## src/rtl/gemm_pkg.sv

```systemverilog
// Shared types and default sizes for the GEMM memory sequencer.
package gemm_pkg;
    localparam int NUM_RAMS_DEF = 16;
    localparam int D_WID_DEF    = 8;

    typedef enum logic [2:0] {
        IDLE,
        RD,
        WR,
        DRAIN,
        DONE
    } state_e;
endpackage

```

## src/rtl/gemm_mem_sequencer_if.sv

```systemverilog
// Command, memory port, read/write streams and status of the sequencer.
interface gemm_mem_sequencer_if #(
    parameter int NUM_RAMS = gemm_pkg::NUM_RAMS_DEF,
    parameter int D_WID    = gemm_pkg::D_WID_DEF
);
    localparam int W = NUM_RAMS * D_WID;

    logic         start;
    logic         mode;
    logic [31:0]  base_addr;
    logic [15:0]  stride;
    logic [7:0]   rows;
    logic [4:0]   width;

    logic         mem_en;
    logic         mem_rdwr;
    logic [4:0]   mem_control;
    logic [31:0]  mem_addr;
    logic [W-1:0] mem_wr_data;
    logic [W-1:0] mem_rd_data;

    logic         out_valid;
    logic         out_ready;
    logic [W-1:0] out_data;
    logic         out_last;

    logic         in_valid;
    logic         in_ready;
    logic [W-1:0] in_data;

    logic         busy;
    logic         done;
    logic         err;

    modport slave (
        input  start, mode, base_addr, stride, rows, width,
        input  mem_rd_data, out_ready, in_valid, in_data,
        output mem_en, mem_rdwr, mem_control, mem_addr,
        output mem_wr_data, out_valid, out_data, out_last,
        output in_ready, busy, done, err
    );

    modport master (
        output start, mode, base_addr, stride, rows, width,
        output mem_rd_data, out_ready, in_valid, in_data,
        input  mem_en, mem_rdwr, mem_control, mem_addr,
        input  mem_wr_data, out_valid, out_data, out_last,
        input  in_ready, busy, done, err
    );
endinterface

```

## src/rtl/seq_fifo.sv

```systemverilog
// Small circular buffer for read-return rows, with occupancy count.
module seq_fifo #(
    parameter int DEPTH = 2,
    parameter int WIDTH = 8
) (
    input  logic                       clk,
    input  logic                       rst_n,
    input  logic                       push_i,
    input  logic [WIDTH-1:0]           din_i,
    input  logic                       pop_i,
    output logic [WIDTH-1:0]           dout_o,
    output logic [$clog2(DEPTH+1)-1:0] count_o,
    output logic                       empty_o
);
    localparam int PW = (DEPTH > 1) ? $clog2(DEPTH) : 1;
    localparam int CW = $clog2(DEPTH+1);

    logic [WIDTH-1:0] mem_q [DEPTH];
    logic [PW-1:0]    wp_q, wp_d, rp_q, rp_d;
    logic [CW-1:0]    cnt_q, cnt_d;
    logic             do_pop;

    function automatic logic [PW-1:0] inc(input logic [PW-1:0] p);
        return (p == PW'(DEPTH-1)) ? '0 : p + PW'(1);
    endfunction

    assign do_pop  = pop_i && (cnt_q != '0);
    assign empty_o = (cnt_q == '0);
    assign count_o = cnt_q;
    assign dout_o  = mem_q[rp_q];

    always_comb begin
        wp_d  = push_i ? inc(wp_q) : wp_q;
        rp_d  = do_pop ? inc(rp_q) : rp_q;
        cnt_d = cnt_q;
        unique case ({push_i, do_pop})
            2'b10:   cnt_d = cnt_q + CW'(1);
            2'b01:   cnt_d = cnt_q - CW'(1);
            default: cnt_d = cnt_q;
        endcase
    end

    always_ff @(posedge clk or negedge rst_n) begin
        if (!rst_n) begin
            wp_q  <= '0;
            rp_q  <= '0;
            cnt_q <= '0;
        end else begin
            wp_q  <= wp_d;
            rp_q  <= rp_d;
            cnt_q <= cnt_d;
        end
    end

    always_ff @(posedge clk) begin
        if (push_i) mem_q[wp_q] <= din_i;
    end
endmodule

```

## src/rtl/gemm_mem_sequencer.sv

```systemverilog
// Strided row sequencer: streams rows between memory and valid/ready ports.
module gemm_mem_sequencer #(
    parameter int NUM_RAMS   = gemm_pkg::NUM_RAMS_DEF,
    parameter int D_WID      = gemm_pkg::D_WID_DEF,
    parameter int FIFO_DEPTH = 2
) (
    input  logic                  clk,
    input  logic                  rst_n,
    gemm_mem_sequencer_if.slave   bus
);
    import gemm_pkg::*;

    localparam int W  = NUM_RAMS * D_WID;
    localparam int CW = $clog2(FIFO_DEPTH+1);

    state_e        state_q, state_d;
    logic [31:0]   addr_q, addr_d;
    logic [15:0]   stride_q, stride_d;
    logic [7:0]    rem_q, rem_d;
    logic [4:0]    width_q, width_d;
    logic          err_q, err_d;
    logic          infl_q, infl_d;
    logic          last_q, last_d;

    logic [CW-1:0] fcnt;
    logic          fempty;
    logic [W:0]    fhead;
    logic          pop, credit, rd_issue, wr_hs, bad_w;

    // A same-cycle pop frees a slot, so issue can continue at full rate.
    assign pop      = !fempty && bus.out_ready;
    assign credit   = (int'(fcnt) + int'(infl_q) < FIFO_DEPTH) || pop;
    assign rd_issue = (state_q == RD) && (rem_q != '0) && credit;
    assign wr_hs    = (state_q == WR) && bus.in_valid;
    assign bad_w    = (bus.width == '0) || (int'(bus.width) > NUM_RAMS);

    always_comb begin
        state_d  = state_q;
        addr_d   = addr_q;
        stride_d = stride_q;
        rem_d    = rem_q;
        width_d  = width_q;
        err_d    = err_q;
        infl_d   = rd_issue;
        last_d   = rd_issue && (rem_q == 8'd1);
        unique case (state_q)
            IDLE: begin
                if (bus.start) begin
                    addr_d   = bus.base_addr;
                    stride_d = bus.stride;
                    rem_d    = bus.rows;
                    width_d  = bus.width;
                    err_d    = bad_w;
                    if (bad_w || bus.rows == '0) state_d = DONE;
                    else state_d = bus.mode ? WR : RD;
                end
            end
            RD: begin
                if (rd_issue) begin
                    addr_d = addr_q + {16'b0, stride_q};
                    rem_d  = rem_q - 8'd1;
                    if (rem_q == 8'd1) state_d = DRAIN;
                end
            end
            WR: begin
                if (wr_hs) begin
                    addr_d = addr_q + {16'b0, stride_q};
                    rem_d  = rem_q - 8'd1;
                    if (rem_q == 8'd1) state_d = DONE;
                end
            end
            DRAIN: begin
                if (fempty && !infl_q) state_d = DONE;
            end
            DONE:    state_d = IDLE;
            default: state_d = IDLE;
        endcase
    end

    always_ff @(posedge clk or negedge rst_n) begin
        if (!rst_n) begin
            state_q  <= IDLE;
            addr_q   <= '0;
            stride_q <= '0;
            rem_q    <= '0;
            width_q  <= '0;
            err_q    <= 1'b0;
            infl_q   <= 1'b0;
            last_q   <= 1'b0;
        end else begin
            state_q  <= state_d;
            addr_q   <= addr_d;
            stride_q <= stride_d;
            rem_q    <= rem_d;
            width_q  <= width_d;
            err_q    <= err_d;
            infl_q   <= infl_d;
            last_q   <= last_d;
        end
    end

    seq_fifo #(
        .DEPTH (FIFO_DEPTH),
        .WIDTH (W + 1)
    ) u_fifo (
        .clk     (clk),
        .rst_n   (rst_n),
        .push_i  (infl_q),
        .din_i   ({last_q, bus.mem_rd_data}),
        .pop_i   (pop),
        .dout_o  (fhead),
        .count_o (fcnt),
        .empty_o (fempty)
    );

    assign bus.busy        = (state_q != IDLE);
    assign bus.done        = (state_q == DONE);
    assign bus.err         = err_q;
    assign bus.mem_en      = rd_issue || wr_hs;
    assign bus.mem_rdwr    = wr_hs;
    assign bus.mem_addr    = addr_q;
    assign bus.mem_control = width_q;
    assign bus.mem_wr_data = bus.in_data;
    assign bus.in_ready    = (state_q == WR);
    assign bus.out_valid   = !fempty;
    assign bus.out_data    = fhead[W-1:0];
    assign bus.out_last    = !fempty && fhead[W];
endmodule

```

## src/flat_wrapper.sv

```systemverilog
// flat-port wrapper written by rule: the top's interface ports become plain ports
module gemm_mem_sequencer_flat import gemm_pkg::*;
#(
    parameter int NUM_RAMS   = gemm_pkg::NUM_RAMS_DEF,
    parameter int D_WID      = gemm_pkg::D_WID_DEF,
    parameter int FIFO_DEPTH = 2
)
  (clk, rst_n, bus_start, bus_mode, bus_base_addr, bus_stride, bus_rows, bus_width, bus_mem_rd_data, bus_out_ready, bus_in_valid, bus_in_data, bus_mem_en, bus_mem_rdwr, bus_mem_control, bus_mem_addr, bus_mem_wr_data, bus_out_valid, bus_out_data, bus_out_last, bus_in_ready, bus_busy, bus_done, bus_err);
  gemm_mem_sequencer_if #(.NUM_RAMS(NUM_RAMS), .D_WID(D_WID)) bus_i ();
  input  logic clk;
  input  logic rst_n;
  input wire logic [$bits(bus_i.start)-1:0] bus_start;
  input wire logic [$bits(bus_i.mode)-1:0] bus_mode;
  input wire logic [$bits(bus_i.base_addr)-1:0] bus_base_addr;
  input wire logic [$bits(bus_i.stride)-1:0] bus_stride;
  input wire logic [$bits(bus_i.rows)-1:0] bus_rows;
  input wire logic [$bits(bus_i.width)-1:0] bus_width;
  input wire logic [$bits(bus_i.mem_rd_data)-1:0] bus_mem_rd_data;
  input wire logic [$bits(bus_i.out_ready)-1:0] bus_out_ready;
  input wire logic [$bits(bus_i.in_valid)-1:0] bus_in_valid;
  input wire logic [$bits(bus_i.in_data)-1:0] bus_in_data;
  output wire logic [$bits(bus_i.mem_en)-1:0] bus_mem_en;
  output wire logic [$bits(bus_i.mem_rdwr)-1:0] bus_mem_rdwr;
  output wire logic [$bits(bus_i.mem_control)-1:0] bus_mem_control;
  output wire logic [$bits(bus_i.mem_addr)-1:0] bus_mem_addr;
  output wire logic [$bits(bus_i.mem_wr_data)-1:0] bus_mem_wr_data;
  output wire logic [$bits(bus_i.out_valid)-1:0] bus_out_valid;
  output wire logic [$bits(bus_i.out_data)-1:0] bus_out_data;
  output wire logic [$bits(bus_i.out_last)-1:0] bus_out_last;
  output wire logic [$bits(bus_i.in_ready)-1:0] bus_in_ready;
  output wire logic [$bits(bus_i.busy)-1:0] bus_busy;
  output wire logic [$bits(bus_i.done)-1:0] bus_done;
  output wire logic [$bits(bus_i.err)-1:0] bus_err;
  assign bus_i.start = bus_start;
  assign bus_i.mode = bus_mode;
  assign bus_i.base_addr = bus_base_addr;
  assign bus_i.stride = bus_stride;
  assign bus_i.rows = bus_rows;
  assign bus_i.width = bus_width;
  assign bus_i.mem_rd_data = bus_mem_rd_data;
  assign bus_i.out_ready = bus_out_ready;
  assign bus_i.in_valid = bus_in_valid;
  assign bus_i.in_data = bus_in_data;
  assign bus_mem_en = bus_i.mem_en;
  assign bus_mem_rdwr = bus_i.mem_rdwr;
  assign bus_mem_control = bus_i.mem_control;
  assign bus_mem_addr = bus_i.mem_addr;
  assign bus_mem_wr_data = bus_i.mem_wr_data;
  assign bus_out_valid = bus_i.out_valid;
  assign bus_out_data = bus_i.out_data;
  assign bus_out_last = bus_i.out_last;
  assign bus_in_ready = bus_i.in_ready;
  assign bus_busy = bus_i.busy;
  assign bus_done = bus_i.done;
  assign bus_err = bus_i.err;
  gemm_mem_sequencer #(.NUM_RAMS(NUM_RAMS), .D_WID(D_WID), .FIFO_DEPTH(FIFO_DEPTH)) u_core (.clk(clk), .rst_n(rst_n), .bus(bus_i));
endmodule
```

## config.mk

```make
export PLATFORM = sky130hd
export DESIGN_NAME = gemm_mem_sequencer_flat
export DESIGN_NICKNAME = d
export VERILOG_FILES = /design/src/rtl/gemm_pkg.sv /design/src/rtl/gemm_mem_sequencer_if.sv /design/src/rtl/seq_fifo.sv /design/src/rtl/gemm_mem_sequencer.sv /design/src/flat_wrapper.sv
export SDC_FILE = /design/constraint.sdc
export NUM_CORES = 1
export LEC_CHECK = 0
export CAP_MARGIN = 20
export CORE_AREA = 2 2 240 242
export CTS_BUF_LIST = sky130_fd_sc_hd__clkbuf_16
export CTS_CLUSTER_DIAMETER = 150
export CTS_CLUSTER_SIZE = 16
export DETAILED_ROUTE_END_ITERATION = 16
export DIE_AREA = 0 0 242 244
export PLACE_DENSITY_LB_ADDON = 0.1
export SETUP_SLACK_MARGIN = 0.15
export SLEW_MARGIN = 5
export SYNTH_ARGS = -nofsm -noshare
export SYNTH_HDL_FRONTEND = slang
export SYNTH_HIERARCHICAL = 1
export SYNTH_SLANG_ARGS = --single-unit
```

## constraint.sdc

```tcl
create_clock -name clk -period 11.1 [get_ports clk]
set_input_delay 1.11 -clock clk [delete_from_list [all_inputs] [get_ports clk]]
set_output_delay 1.11 -clock clk [all_outputs]
set_load 0.03 [all_outputs]
```

==> results of run 1 <==
[critical path: stages]
cell             delay (ns)
clkdlybuf4s50_1        0.66
nand2b_1               0.15
a211oi_2               0.34
o21a_1                 0.17
buf_4                  0.34
nand2_2                0.20
inv_2                  0.21
clkdlybuf4s50_1        0.72
[registers in the layout (all words and copies together) (netlist names), 2 cells and up]
name and count:
u_core/u_fifo/mem_q 258, u_core/bus.mem_addr 32, u_core/stride_q 16, u_core/rem_q 8
u_core/bus.mem_control 5, u_core/state_q 3, u_core/u_fifo/count_o 2
[through the flow]
step	util (%)	instances	worst slack [ns]
after global routing	34.1	2097	5.93
after CTS	34.0	2095	6.08
final	34.1	2099	6.07
after detailed placement	32.7	2052	6.09
after floorplan	-	1092	4.66
after global placement	32.7	2052	6.11
[routing by layer]
metal	up-vias	routed length, um	global-route usage [%]
met4	6	546	2.52
met1	4680	20500	19.9
li1	4336	-	-
met5	-	64	0.735
met2	417	20600	23.0
met3	39	4900	6.47
[power groups by stage]
stage	clock, mW	sequential, mW	combinational, mW
6_report	0.836	1.93	2.84
4_1_cts	0.887	1.93	2.86
5_1_grt	0.923	1.97	3.05
3_5_place_dp	0	1.95	2.84
2_1_floorplan	0	2.00	1.85
3_3_place_gp	0	1.95	2.85
[area by class of cell]
cell class | instances | area (um2)
Clock buffer | 25 | 626
Tap cell | 756 | 946
Fill cell | 5592 | 37000
Sequential cell | 329 | 9530
Inverter | 12 | 45.0
Multi-Input combinational cell | 578 | 4130
Timing Repair Buffer | 379 | 3800
Antenna cell | 2 | 5.00
Clock inverter | 18 | 72.6
[worst min-delay path by stage]
stage,start,endpoint,depth (start not counted)
after global routing,rst_n,u_core/stride_q[9],1
final,u_core/last_q,u_core/u_fifo/mem_q[0][128],0
after detailed placement,u_core/last_q,u_core/u_fifo/mem_q[0][128],0
after floorplan,u_core/last_q,u_core/u_fifo/mem_q[0][128],0
after global placement,u_core/last_q,u_core/u_fifo/mem_q[0][128],0
after CTS,u_core/last_q,u_core/u_fifo/mem_q[0][128],0
[kinds of logic after synthesis]
kind of cell	after synthesis
compound gates	147
xor+xnor	20
fa+ha+maj	21
buf+inv	185
flops	329
mux	131
simple gates	259
[placed cells by master, fill, tap and decap left out, types with 17 or more instances in the layout]
master           count
a21oi_1             50
clkbuf_16           25
clkdlybuf4s50_1    366
dfrtp_1             70
edfxtp_1           258
ha_1                20
inv_1               28
mux2_2             130
nand2_1            118
nand3_1             21
nor2_1              43
nor3_1              17
o21ai_0             33
==> impl_metrics.ini, run 1 <==
[global_routing]
grt_usage_pct = 15.0
grt_pass1_vias = 9575
grt.overflow.total = 0
antenna_found_initial = 3
grt_pass1_wl_um = 66800
grt_max_degree = 72

[synth]
yosys_warnings = 6
syn-instance-count = 1092
synth_top_area_share_pct = 51.9
synth_edf_count = 258
synthSimpleGateAreaFrac_pct = 8.02
seq_area_frac_synth_pct = 63.8
post_synth_fa_ha_maj_area_fraction_pct = 1.81
synthTopCellsByArea = edfxtp_1, dfrtp_1, mux2_2
synth_most_common_cell = edfxtp_1
synth_flop_cell = edfxtp_1
synth_area_per_cell_um2 = 13.7
synth_xor_area_share_pct = 1.17
yosys.area.top_type = edfxtp_1
netlist_area_um2 = 14900
synth_compound_area_share_pct = 6.64
syn_nets = 1436
synth_top_family_by_area = multiplexers
synthArstFlopShare_pct = 21.6
synth.top_cells.by_count = edfxtp_1, buf_4, mux2_2
ys_types = 71
synth-seq-cells = 329
synth.mux.area_fraction_pct = 9.88

[critical_path]
startpoint = bus_in_valid
worstPathRequired_ns = 9.99
crit_path_end = bus_mem_en
critPathMaxFanout = 31
timing.rr.end = u_core/bus.mem_addr[30]
worstReg2RegStart = u_core/bus.mem_addr[0]
endpoint_kind = output port
r2r_cells = 8
cp.arrival_ns = 3.92
worstSetupPathType = input port to output port
cp-start-kind = input port
r2r_slack_ns = 8.13

[die]
die_w_um = 242
die_height_um = 244
die_area_um2 = 59000
initial_core_util_pct = 26.6
ios = 624
coreArea_um2 = 56200
rows = 87

[pwr]
p_sw_mw = 2.37
p_comb_share_pct = 50.7
ir_drop_mv = 0.101
seq_power_share_pct = 34.4
finalPower_mw = 5.60
pwr-share-clk_pct = 14.9
power_density_nw_per_um2 = 292
power.internal_mw = 3.23
swShare_pct = 42.4
p_leak_nw = 6.77

[clock_network]
cts_root_buf = clkbuf_16
ctsHtreeMaxLevel = 1
cts_resized = 0
cts_setup_buffers = 0
clockBufferDepth = 3
cts_made_buffers = 24
hold_buffers = 0
tritoncts = done
insertion_delay_ns = 0.55
clock_sinks = 329
cts.clk_slew.worst_paths_ns = 0.08

[route]
drcViolationCount = 0
ant_nets = 0
drt_first_pass_iters = 4
drtIter0Drc = 497
wire_per_inst_um = 22.2
vias = 9478
routed_via_density = 4.52
wl_um = 46600

[timing]
maxSlewHeadroom_pct = 27.8
rsz0062_at_grt = false
tightest_slew_ns = 1.08
hold_viol_final = 0
tns_ns = 0
period_share_pct = 45.3
drv_slew = 0
hold_ws_ns = 0.446
clock-skew-final_ns = 0.0165
setup_viol = 0
fmax_mhz = 199
finalCriticalPeriod_ns = 5.03

[place]
hpwl_um = 32300
place_congestion = 0.769
port_buffers = 367
place_area_um2 = 18400

[job]
drv_cap = 0

[status]
status = complete, no violations

[worst_hold_path]
worstHoldPathType = register to register

[final_layout]
drive_gt1_share_pct = 14.2
nNetsFinal = 1668
syn2layout_area_growth_pct = 28.3
final_design_area_no_fill_um2 = 19200
(Power assumes the default switching activity.)
==> inputs of run 2 (changes only) <==
==> constraint.sdc (replaced) <==
create_clock -name clk -period 5 [get_ports clk]
set_input_delay 0.5 -clock clk [delete_from_list [all_inputs] [get_ports clk]]
set_output_delay 0.5 -clock clk [all_outputs]
set_load 0.03 [all_outputs]
==> run 2 against run 1 <==
Against the previous run:
- die area unchanged
- critical path type is now register to output port
- critical path depth fell by 5
- critical endpoint is now bus_out_data[21]
- sequential share of layout area decreased by 0.061 points
- global-route usage up 0.20 points
==> impl_metrics.ini, run 2 (synthesis gave the netlist of run 1 again) <==
[pwr]
ir_drop_mv = 0.329
p_leak_nw = 6.78
power_density_nw_per_um2 = 647
finalPower_mw = 12.4

[final_layout]
nNetsFinal = 1668
regArea_um2 = 9530
regMostFlops = u_core/u_fifo/mem_q
fillers = 5618
drive_gt1_share_pct = 14.2
largest_reg_flops = 258
final_common_cell = clkdlybuf4s50_1
syn2layout_area_growth_pct = 28.5
mostFrequentLayoutCells = clkdlybuf4s50_1, edfxtp_1, mux2_2
multiInputGateArea_um2 = 4130

[route]
wl_met3_um = 4620
drcViolationCount = 0
drt_first_pass_iters = 7
vias = 9496
met1_length_um = 20500
top_layer_used = met5
wire_per_inst_um = 22.2
met2_wirelength_um = 20900
wl_um = 46700
drtIter0Drc = 439
ant_nets = 0
routed_via_density = 4.52

[critical_path]
worstPathRequired_ns = 4.50
endpoint_kind = output port
worst_path_largest_cell_delay_ns = 0.97
slowest_stage = dfrtp_4
crit_chain = buf_4, mux2_2, clkdlybuf4s50_1
path_buf_inv = 2
r2r_slack_ns = 2.09
critPathTopFamily = buffers and inverters
cp.arrival_ns = 3.09
worstSetupPathType = register to output port
critPathMaxFanout = 56
cp-start-kind = register

[timing]
fmax_mhz = 278
rsz0062_at_grt = false
drv_slew = 0
clock-skew-final_ns = 0.0269
period_share_pct = 71.9
tightest_slew_ns = 0.974
finalCriticalPeriod_ns = 3.59
tns_ns = 0
setup_viol = 0
maxSlewHeadroom_pct = 35.1
hold_viol_final = 0

[clock_network]
tritoncts = done
clock_sinks = 329
clockBufferDepth = 3
insertion_delay_ns = 0.56
cts_made_buffers = 24
cts_resized = 0
cts_root_buf = clkbuf_16
ctsHtreeMaxLevel = 1
cts.clk_slew.worst_paths_ns = 0.09

[global_routing]
grt_max_degree = 130
grt_pass1_wl_um = 68000
grt_pass1_vias = 9929
antenna_found_initial = 3
grt.overflow.total = 0
grt_usage_pct = 15.2

[die]
die_area_um2 = 59000
coreArea_um2 = 56200
rows = 87
die_height_um = 244
initial_core_util_pct = 26.6
ios = 624
die_w_um = 242

[job]
drv_cap = 0

[worst_hold_path]
worstHoldPathType = input port to async pin

[place]
port_buffers = 367
place_congestion = 0.778
hpwl_um = 32800

[status]
status = complete, no violations
[run 2: changes by cell type in the layout (fill, tap and decap cells not counted), sizes merged]
| cell | delta |
|---|---|
| inv | +1 |
| buf | -1 |
| dlygate4sd3 | +1 |
[run 2: final cells by class]
class / instances / area share, %
flip-flops and latches: 329 / 49.7
multi-input cells: 578 / 21.5
well taps: 756 / 4.93
clock buffers: 25 / 3.26
clock inverters: 19 / 0.398
repair buffers: 379 / 19.9
diodes: 2 / 0.0261
inverters: 12 / 0.235
[run 2: metal layers]
layer / vias to the layer above / global-route usage (%)
li1: 4337 / -
met4: 6 / 2.47
met1: 4670 / 20.1
met2: 446 / 23.4
met3: 37 / 6.61
met5: - / 1.23
[run 2: timing repair]
action                    CTS  global route
hold buffers                0             1
setup buffers               0             0
hold endpoints to repair    0            23
[run 2: path summary, 6_finish.rpt]
check	start	end	cells past startpoint
setup / recovery	u_core/u_fifo/rp_q	bus_out_data[21]	3
hold / removal	rst_n	u_core/state_q[2]	2
setup reg to reg	u_core/bus.mem_addr[0]	u_core/bus.mem_addr[30]	8
hold reg to reg	u_core/last_q	u_core/u_fifo/mem_q[0][128]	0
max in group asynchronous	rst_n	u_core/bus.mem_addr[22]	3
min in group clk	bus_stride[9]	u_core/stride_q[9]	3
[run 2: worst register-to-register path: stages (launching register included)]
cell,delay (ns)
dfrtp_1,0.40
ha_1,0.25
fa_1,0.42
a21o_1,0.23
a221oi_2,0.45
o31ai_4,0.19
o22ai_4,0.47
nor3_1,0.13
o31a_1,0.25
[run 2: metrics by stage]
| step | area [um2] | instances | worst slack [ns] | hold slack (ns) | util (%) |
|---|---|---|---|---|---|
| after floorplan | 14900 | 1092 | 0.757 | 0.204 | - |
| after global placement | 18400 | 2052 | 1.76 | 0.423 | 32.8 |
| after detailed placement | 18400 | 2052 | 1.77 | 0.443 | 32.8 |
| after CTS | 19100 | 2096 | 1.30 | 0.125 | 34.1 |
| after global routing | 19200 | 2098 | 1.22 | 0.399 | 34.1 |
| final | 19200 | 2100 | 1.41 | 0.385 | 34.1 |
[run 2: where the power goes]
part	total, mW	internal (mW)	switching, mW
clock network	1.87	0.904	0.968
logic	6.27	2.50	3.77
registers	4.27	3.75	0.517
